### config.mk
export PLATFORM = sky130hd
export DESIGN_NAME = button_event_flat
export DESIGN_NICKNAME = d
export VERILOG_FILES = /design/src/rtl/button_event_if.sv /design/src/rtl/button_event.sv /design/src/flat_wrapper.sv
export SDC_FILE = /design/constraint.sdc
export NUM_CORES = 1
export LEC_CHECK = 0
export ABC_AREA = 1
export ABC_CLOCK_PERIOD_IN_PS = 1600
export BUFFER_PORTS_ARGS = -buffer_cell sky130_fd_sc_hd__buf_2
export CORE_UTILIZATION = 35
export CTS_BUF_LIST = sky130_fd_sc_hd__clkbuf_8
export DETAILED_ROUTE_END_ITERATION = 7
export HOLD_SLACK_MARGIN = 0.03
export PLACE_DENSITY = 0.66
export RECOVER_POWER = 50
export SLEW_MARGIN = 10
export SYNTH_ARGS = -nofsm -noshare
export SYNTH_HDL_FRONTEND = slang
export SYNTH_SLANG_ARGS = --single-unit
### constraint.sdc
create_clock -name clk -period 1.6 [get_ports clk]
set_clock_uncertainty 0.2 [all_clocks]
set_input_delay 0.16 -clock clk [delete_from_list [all_inputs] [get_ports clk]]
set_output_delay 0.16 -clock clk [all_outputs]
set_load 0.02 [all_outputs]
### src/rtl/button_event_if.sv
// Event bundle between a debounced button source and the button_event decoder.
// "release" is a language keyword, so the falling-edge pulse is named rel.
interface button_event_if #(
    parameter int unsigned CNT_W = 8
);
    logic             in;
    logic             press;
    logic             rel;
    logic             short_press;
    logic             long_press;
    logic             double_press;
    logic             held;
    logic [CNT_W-1:0] count;

    modport master (
        output in,
        input  press, rel, short_press, long_press, double_press, held, count
    );

    modport slave (
        input  in,
        output press, rel, short_press, long_press, double_press, held, count
    );
endinterface

### src/rtl/button_event.sv
// Turns a clean button level into one-cycle press/release/short/long/double pulses
// and a wrapping press counter. Every output is registered.
module button_event #(
    parameter int unsigned LONG_CYCLES = 8,
    parameter int unsigned DBL_GAP     = 6,
    parameter int unsigned CNT_W       = 8
) (
    input logic           clk,
    input logic           rst,
    button_event_if.slave bus
);

    localparam int unsigned TMR_MAX = (LONG_CYCLES > DBL_GAP) ? LONG_CYCLES : DBL_GAP;
    localparam int unsigned TMR_W   = $clog2(TMR_MAX);
    localparam logic [TMR_W-1:0] LONG_LAST = TMR_W'(LONG_CYCLES - 1);
    localparam logic [TMR_W-1:0] GAP_LAST  = TMR_W'(DBL_GAP - 1);

    typedef enum logic [2:0] {StIdle, StDown, StLong, StGap, StDown2} state_e;

    state_e           state_q;
    logic [TMR_W-1:0] tmr_q;
    logic             in_q;
    logic             armed_q;
    logic             press_q;
    logic             rel_q;
    logic             short_q;
    logic             long_q;
    logic             dbl_q;
    logic [CNT_W-1:0] count_q;

    logic rise;
    logic fall;

    assign rise = bus.in & ~in_q;
    assign fall = ~bus.in & in_q;

    always_ff @(posedge clk) begin
        if (rst) begin
            // Loading in_q from the live input hides a button held through reset.
            in_q    <= bus.in;
            armed_q <= 1'b0;
            press_q <= 1'b0;
            rel_q   <= 1'b0;
            short_q <= 1'b0;
            long_q  <= 1'b0;
            dbl_q   <= 1'b0;
            count_q <= '0;
            tmr_q   <= '0;
            state_q <= StIdle;
        end else begin
            in_q    <= bus.in;
            press_q <= rise;
            // A press that began before reset never reports its release.
            rel_q   <= fall & armed_q;
            short_q <= 1'b0;
            long_q  <= 1'b0;
            dbl_q   <= 1'b0;
            if (rise) begin
                armed_q <= 1'b1;
                count_q <= count_q + 1'b1;
            end

            unique case (state_q)
                StIdle: begin
                    if (rise) begin
                        state_q <= StDown;
                        tmr_q   <= TMR_W'(1);
                    end
                end
                StDown: begin
                    if (bus.in) begin
                        if (tmr_q == LONG_LAST) begin
                            long_q  <= 1'b1;
                            state_q <= StLong;
                        end else begin
                            tmr_q <= tmr_q + 1'b1;
                        end
                    end else begin
                        state_q <= StGap;
                        tmr_q   <= '0;
                    end
                end
                StLong: begin
                    if (!bus.in) begin
                        state_q <= StIdle;
                    end
                end
                StGap: begin
                    // A rise on the expiry edge still counts as a double press.
                    if (bus.in) begin
                        dbl_q   <= 1'b1;
                        state_q <= StDown2;
                    end else if (tmr_q == GAP_LAST) begin
                        short_q <= 1'b1;
                        state_q <= StIdle;
                    end else begin
                        tmr_q <= tmr_q + 1'b1;
                    end
                end
                StDown2: begin
                    if (!bus.in) begin
                        state_q <= StIdle;
                    end
                end
                default: state_q <= StIdle;
            endcase
        end
    end

    assign bus.press        = press_q;
    assign bus.rel          = rel_q;
    assign bus.short_press  = short_q;
    assign bus.long_press   = long_q;
    assign bus.double_press = dbl_q;
    assign bus.held         = in_q;
    assign bus.count        = count_q;

endmodule
### src/flat_wrapper.sv
// flat-port wrapper written by rule: the top's interface ports become plain ports
module button_event_flat 
#(
    parameter int unsigned LONG_CYCLES = 8,
    parameter int unsigned DBL_GAP     = 6,
    parameter int unsigned CNT_W       = 8
)
  (clk, rst, bus_in, bus_press, bus_rel, bus_short_press, bus_long_press, bus_double_press, bus_held, bus_count);
  button_event_if #(.CNT_W(CNT_W)) bus_i ();
  input logic clk;
  input logic rst;
  input wire logic [$bits(bus_i.in)-1:0] bus_in;
  output wire logic [$bits(bus_i.press)-1:0] bus_press;
  output wire logic [$bits(bus_i.rel)-1:0] bus_rel;
  output wire logic [$bits(bus_i.short_press)-1:0] bus_short_press;
  output wire logic [$bits(bus_i.long_press)-1:0] bus_long_press;
  output wire logic [$bits(bus_i.double_press)-1:0] bus_double_press;
  output wire logic [$bits(bus_i.held)-1:0] bus_held;
  output wire logic [$bits(bus_i.count)-1:0] bus_count;
  assign bus_i.in = bus_in;
  assign bus_press = bus_i.press;
  assign bus_rel = bus_i.rel;
  assign bus_short_press = bus_i.short_press;
  assign bus_long_press = bus_i.long_press;
  assign bus_double_press = bus_i.double_press;
  assign bus_held = bus_i.held;
  assign bus_count = bus_i.count;
  button_event #(.LONG_CYCLES(LONG_CYCLES), .DBL_GAP(DBL_GAP), .CNT_W(CNT_W)) u_core (.clk(clk), .rst(rst), .bus(bus_i));
endmodule
# Yosys cells after proc, flatten, opt, wreduce, memory -nomap -nowiden
# Index checks and enable logic that the tools add are counted.
[classes] addsub=2 mul=0 div_mod_pow=0 n_lt_le_gt_ge=0 eq_ne=13 shifts=0 muxes=15 bitwise_logic=7 reduce_logical=8
[ops] operator="3-bit 2-to-1 mux" n=10
[ops] operator="3-bit case mux with 4 select lines" n=1
[ops] operator="3-bit == test (second input constant)" n=3
[ops] operator="3-bit case mux with 3 select lines" n=1
[ops] operator="8-bit by 1-bit adder with 8-bit output (second input constant)" n=1
[ops] operator="3-bit by 2-bit == test with 1-bit output (second input constant)" n=2
[ops] operator="2-bit != test (second input constant)" n=3
[ops] operator="3-bit by 2-bit != test with 1-bit output (second input constant)" n=2
[ops] operator="3-bit OR reduction" n=2
[ops] operator="5-bit AND reduction" n=1
[ops] operator="1-bit NOT" n=4
[ops] operator="4-bit AND reduction" n=1
[ops] operator="2-bit OR reduction" n=2
[ops] operator="3-bit by 1-bit adder with 3-bit output (second input constant)" n=1
[ops] operator="1-bit bitwise AND" n=3
[ops] operator="3-bit by 1-bit == test with 1-bit output (second input constant)" n=1
[ops] operator="3-bit logical NOT" n=1
[ops] operator="1-bit 2-to-1 mux" n=3
[ops] operator="3-bit != test (second input constant)" n=1
[ops] operator="3-bit nonzero test" n=1
[ops] operator="2-bit by 1-bit != test with 1-bit output (second input constant)" n=1
[totals] register_bits=21 latch_bits=0 mem_bits_rw=0 mem_bits_ro=0 inputBits=3 out_inout_bits=14 word_cells=55 memories=0

# Logic depth before layout (Yosys ltp)
[logic_depth] depth_word=4 ltp_mapped=10

# Worst setup path before layout
# No wires, ideal clock.
[synth_timing] kind="reg-to-reg" startpoint="reg u_core.tmr_q[0]" endpoint="reg u_core.tmr_q[0]" setup_time_ns=0.113 arrival_time_ns=1.118 t_required_ns=1.287 slack_ns=0.170 stages_incl_launch_ff=9 synth_period_minus_slack_ns=1.430 cell_sequence="dfxtp_1 -> ha_1 -> ha_1 -> nand3_1 -> nand2_1 -> inv_2 -> nand2_1 -> nor2_1 -> nor2_1"
[synth_between] elab_chain_len=4 elab_cells_between_ends=11 classes_between="1 x add/sub; 4 x eq/ne; 5 x mux; 1 x reduce/logical"
[synth_rtl] element="from (decl)" line="button_event.sv:21" text="logic [TMR_W-1:0] tmr_q;"
[synth_rtl] element="from (signal assigned)" line="button_event.sv:76" text="tmr_q <= tmr_q + 1'b1;"
[synth_rtl] element="from (signal assigned)" line="button_event.sv:97" text="tmr_q <= tmr_q + 1'b1;"
[synth_rtl] element="3-bit by 1-bit adder with 3-bit output" line="button_event.sv:76, button_event.sv:97"
[synth_rtl] element="3-bit 2-to-1 mux (on tied branches)" line="button_event.sv:93, button_event.sv:72"
[synth_rtl] element="3-bit 2-to-1 mux (on tied branches)" line="button_event.sv:90, button_event.sv:71"
[synth_rtl] element="3-bit case mux with 3 select lines" line="button_event.sv:63" text="unique case (state_q)"
# Parallel ways exist; a longest one is shown, timed or not. The select of a mux whose other input is x is not followed.
# A chain may end at the register's enable or synchronous reset.

# Worst setup path after layout
[layout_timing] startpoint="reg u_core.tmr_q[0]" endpoint="reg u_core.tmr_q[1]"
# Same word-level chain as after synthesis.

==> impl_metrics.tcl <==
set metrics [dict create \
    seq_area_frac_synth_pct 41.90 \
    path_class "reg2reg" \
    p_leak_nw 0.5288 \
    end_kind "register" \
    die_h_um 55.55 \
    gp_congestion 0.8557 \
    grt_pass1_wl_um 3588 \
    reg2regPathDepth 8 \
    slew_violations 0 \
    routed-via-count 897 \
    synthSimpleGateAreaFrac_pct 36.66 \
    vdd_drop_max_mv 0.5947 \
    tightest_slew_ns 0.3318 \
    arrival_ns 1.50 \
    maxSlewHeadroom_pct 77.85 \
    yosysWarnings 0 \
    ctsRootBufferMaster "clkbuf_8" \
    reg2reg_to "u_core.tmr_q[1]" \
    synth_xor_area_share_pct 0.8728 \
    hold_viol 0 \
    pre_cts_slack_ns 0.04866 \
    die_width_um 55.55 \
    drt_iter0_markers 19 \
    layout-drive-gt1-share_pct 14.81 \
    min_path_type "in2reg" \
    min_period_over_period_pct 95.20 \
    crit_start "u_core.tmr_q[0]" \
    dieArea_um2 3085 \
    io_buffers 16 \
    core_area_um2 2734 \
    r2r_slack_ns 0.08 \
    clock_insertion_delay_worst_skew_ns 0.27 \
    dp_hpwl_um 1517 \
    utilization_pct 43.25 \
    endpoint "u_core.tmr_q[1]" \
    wl_per_cell_um 10.60 \
    nFillCells 284 \
    clock_sinks 21 \
    wl_um 2046 \
    avgSynthCellArea_um2 7.067 \
    io_pins 17 \
    cts_setup_buffers 0 \
    cts_tree "done" \
    fin_crit_ns 1.523 \
    globalRouteOverflowTotal 0 \
    num_antenna_cells 0 \
    synth_fa_ha_area_share_pct 4.988 \
    antenna_found_initial 0 \
    timing.fmax_ghz 0.6565 \
    p_per_area_nw_per_um2 1396 \
    final-setup-viol-count 0 \
    start_util_pct 36.70 \
    worstPathMaxFanout 3 \
    grt_max_degree 13 \
    ys_ff_latch 21 \
    synth_top_family_by_area "simple AND/OR/NAND/NOR gates" \
    layout_commonest_cell "nand2_1" \
    synth_compound_area_share_pct 7.357 \
    fin_nets 170 \
    firstDrtPassIters 4 \
    final_cell_mix "29 x nand2_1, 28 x nor2_1, 20 x dfxtp_1, 15 x inv_1, 12 x clkbuf_1" \
    max_cap_viol_count 0 \
    grt_pass1_vias 839 \
    syn_nets 149 \
    cp-start-kind "register" \
    area_growth_pct 17.83 \
    core.rowCount 19 \
    synthMuxAreaShare_pct 0 \
    clkTransAtPathRegs_ns 0.08 \
    viasPerCell 4.648 \
    required_ns 1.57 \
    regToRegStartpoint "u_core.tmr_q[0]" \
    netlist_area_um2 1003 \
    grt_util_all_layers_pct 14.95 \
    synth.distinct_cells 25 \
    cts_max_level 1 \
    drc 0 \
    syn_inst 142 \
    worst_slack_ns 0.07681 \
    status "finished clean" \
    clockBufferDepth 2 \
    postRouteAntennaNets 0 \
    cts_buffers 3 \
]
[critical path: stages, from the launching register on]
cell	delay [ns]
dfxtp_2	0.34
ha_1	0.20
ha_1	0.21
nand3_2	0.10
nand2_2	0.06
nor2_1	0.15
nand2_1	0.07
nand2_1	0.06
nor2_1	0.04
[cell type report]
class / count / area (um^2) / share of cell area (%)
inverter: 20 / 75.07 / 6.349
multi-input combinational: 99 / 515.5 / 43.60
clock inverter: 1 / 5.005 / 0.4233
timing repair buffer: 18 / 85.08 / 7.196
clock buffer: 3 / 41.29 / 3.492
sequential: 21 / 421.7 / 35.66
tap: 31 / 38.79 / 3.280
[what timing repair did]
item	4_1_cts	5_1_grt
hold buffers	2	0
endpoints found under the setup margin	0	5
gates resized for setup	0	6
endpoints found under the hold margin	9	0
[per-stage QoR]
stage | hold slack [ns] | total power [mW] | cells | area [um^2] | TNS (ns)
after floorplan | -0.01228 | 1.138 | 142 | 1003 | 0
after global placement | 0.1758 | 1.238 | 187 | 1115 | 0
after detailed placement | 0.1761 | 1.263 | 187 | 1115 | 0
after CTS | 0.06898 | 1.622 | 193 | 1181 | 0
after global routing | 0.1449 | 1.790 | 193 | 1182 | -0.002507
final | 0.1142 | 1.651 | 193 | 1182 | 0
[logic make-up after synthesis]
logic type	Yosys count
flops	21
simple gates	81
buf+inv	22
xor+xnor	1
fa+ha+maj	4
compound gates	13
[worst min path at each step]
stage,cells after the start,slack [ns],to,from
floorplan,0,-0.01,u_core.bus.held,bus_in
global placement,1,0.18,u_core.bus.held,bus_in
detailed placement,1,0.18,u_core.bus.held,bus_in
CTS,3,0.07,u_core.bus.press,bus_in
global route,3,0.14,u_core.bus.press,bus_in
finish,3,0.11,u_core.bus.press,bus_in
[cells in the mapped netlist]
library cell,n,area [um^2]
nand2_1,31,116.4
nor2_1,30,112.6
dfxtp_1,21,420.4
inv_1,15,56.30
nand3_1,8,40.04
o21ai_1,6,30.03
ha_1,4,50.05
inv_2,4,15.01
a21oi_1,3,15.01
clkbuf_1,2,7.510
nand4_1,2,12.51
nor4_1,2,12.51
o21ai_0,2,10.01
and2_1,1,6.260
clkinv_1,1,3.750
nand2_2,1,6.260
nand2_4,1,11.26
nor2_2,1,6.260
nor2_4,1,11.26
nor2_8,1,20.02
nor3_1,1,5.000
nor3b_1,1,7.510
o21bai_1,1,7.510
o21bai_2,1,11.26
xor2_1,1,8.760
[where the power goes]
part | internal, mW | switching (mW)
combinational | 0.216 | 0.402
sequential | 0.594 | 0.0764
clock | 0.174 | 0.187
[sequential cells by signal (all words and copies together) (netlist names)]
name and flops:
u_core.armed_q 1, u_core.state_q 3, u_core.bus.count 8, u_core.bus.double_press 1, u_core.bus.press 1, u_core.bus.held 1, u_core.tmr_q 3, u_core.bus.rel 1
u_core.bus.short_press 1, u_core.bus.long_press 1
[metal layers]
metal / routed length [um] / GRT usage [%] / part of all wire (%) / vias to the layer above
li1: - / - / - / 484
met1: 964 / 18.79 / 47 / 392
met2: 998 / 23.24 / 49 / 19
met3: 52 / 1.639 / 2.5 / 2
met4: 29 / 11.79 / 1.4 / 0
met5: 0 / 0 / 0 / -
Power figures use the tool's default switching activity.
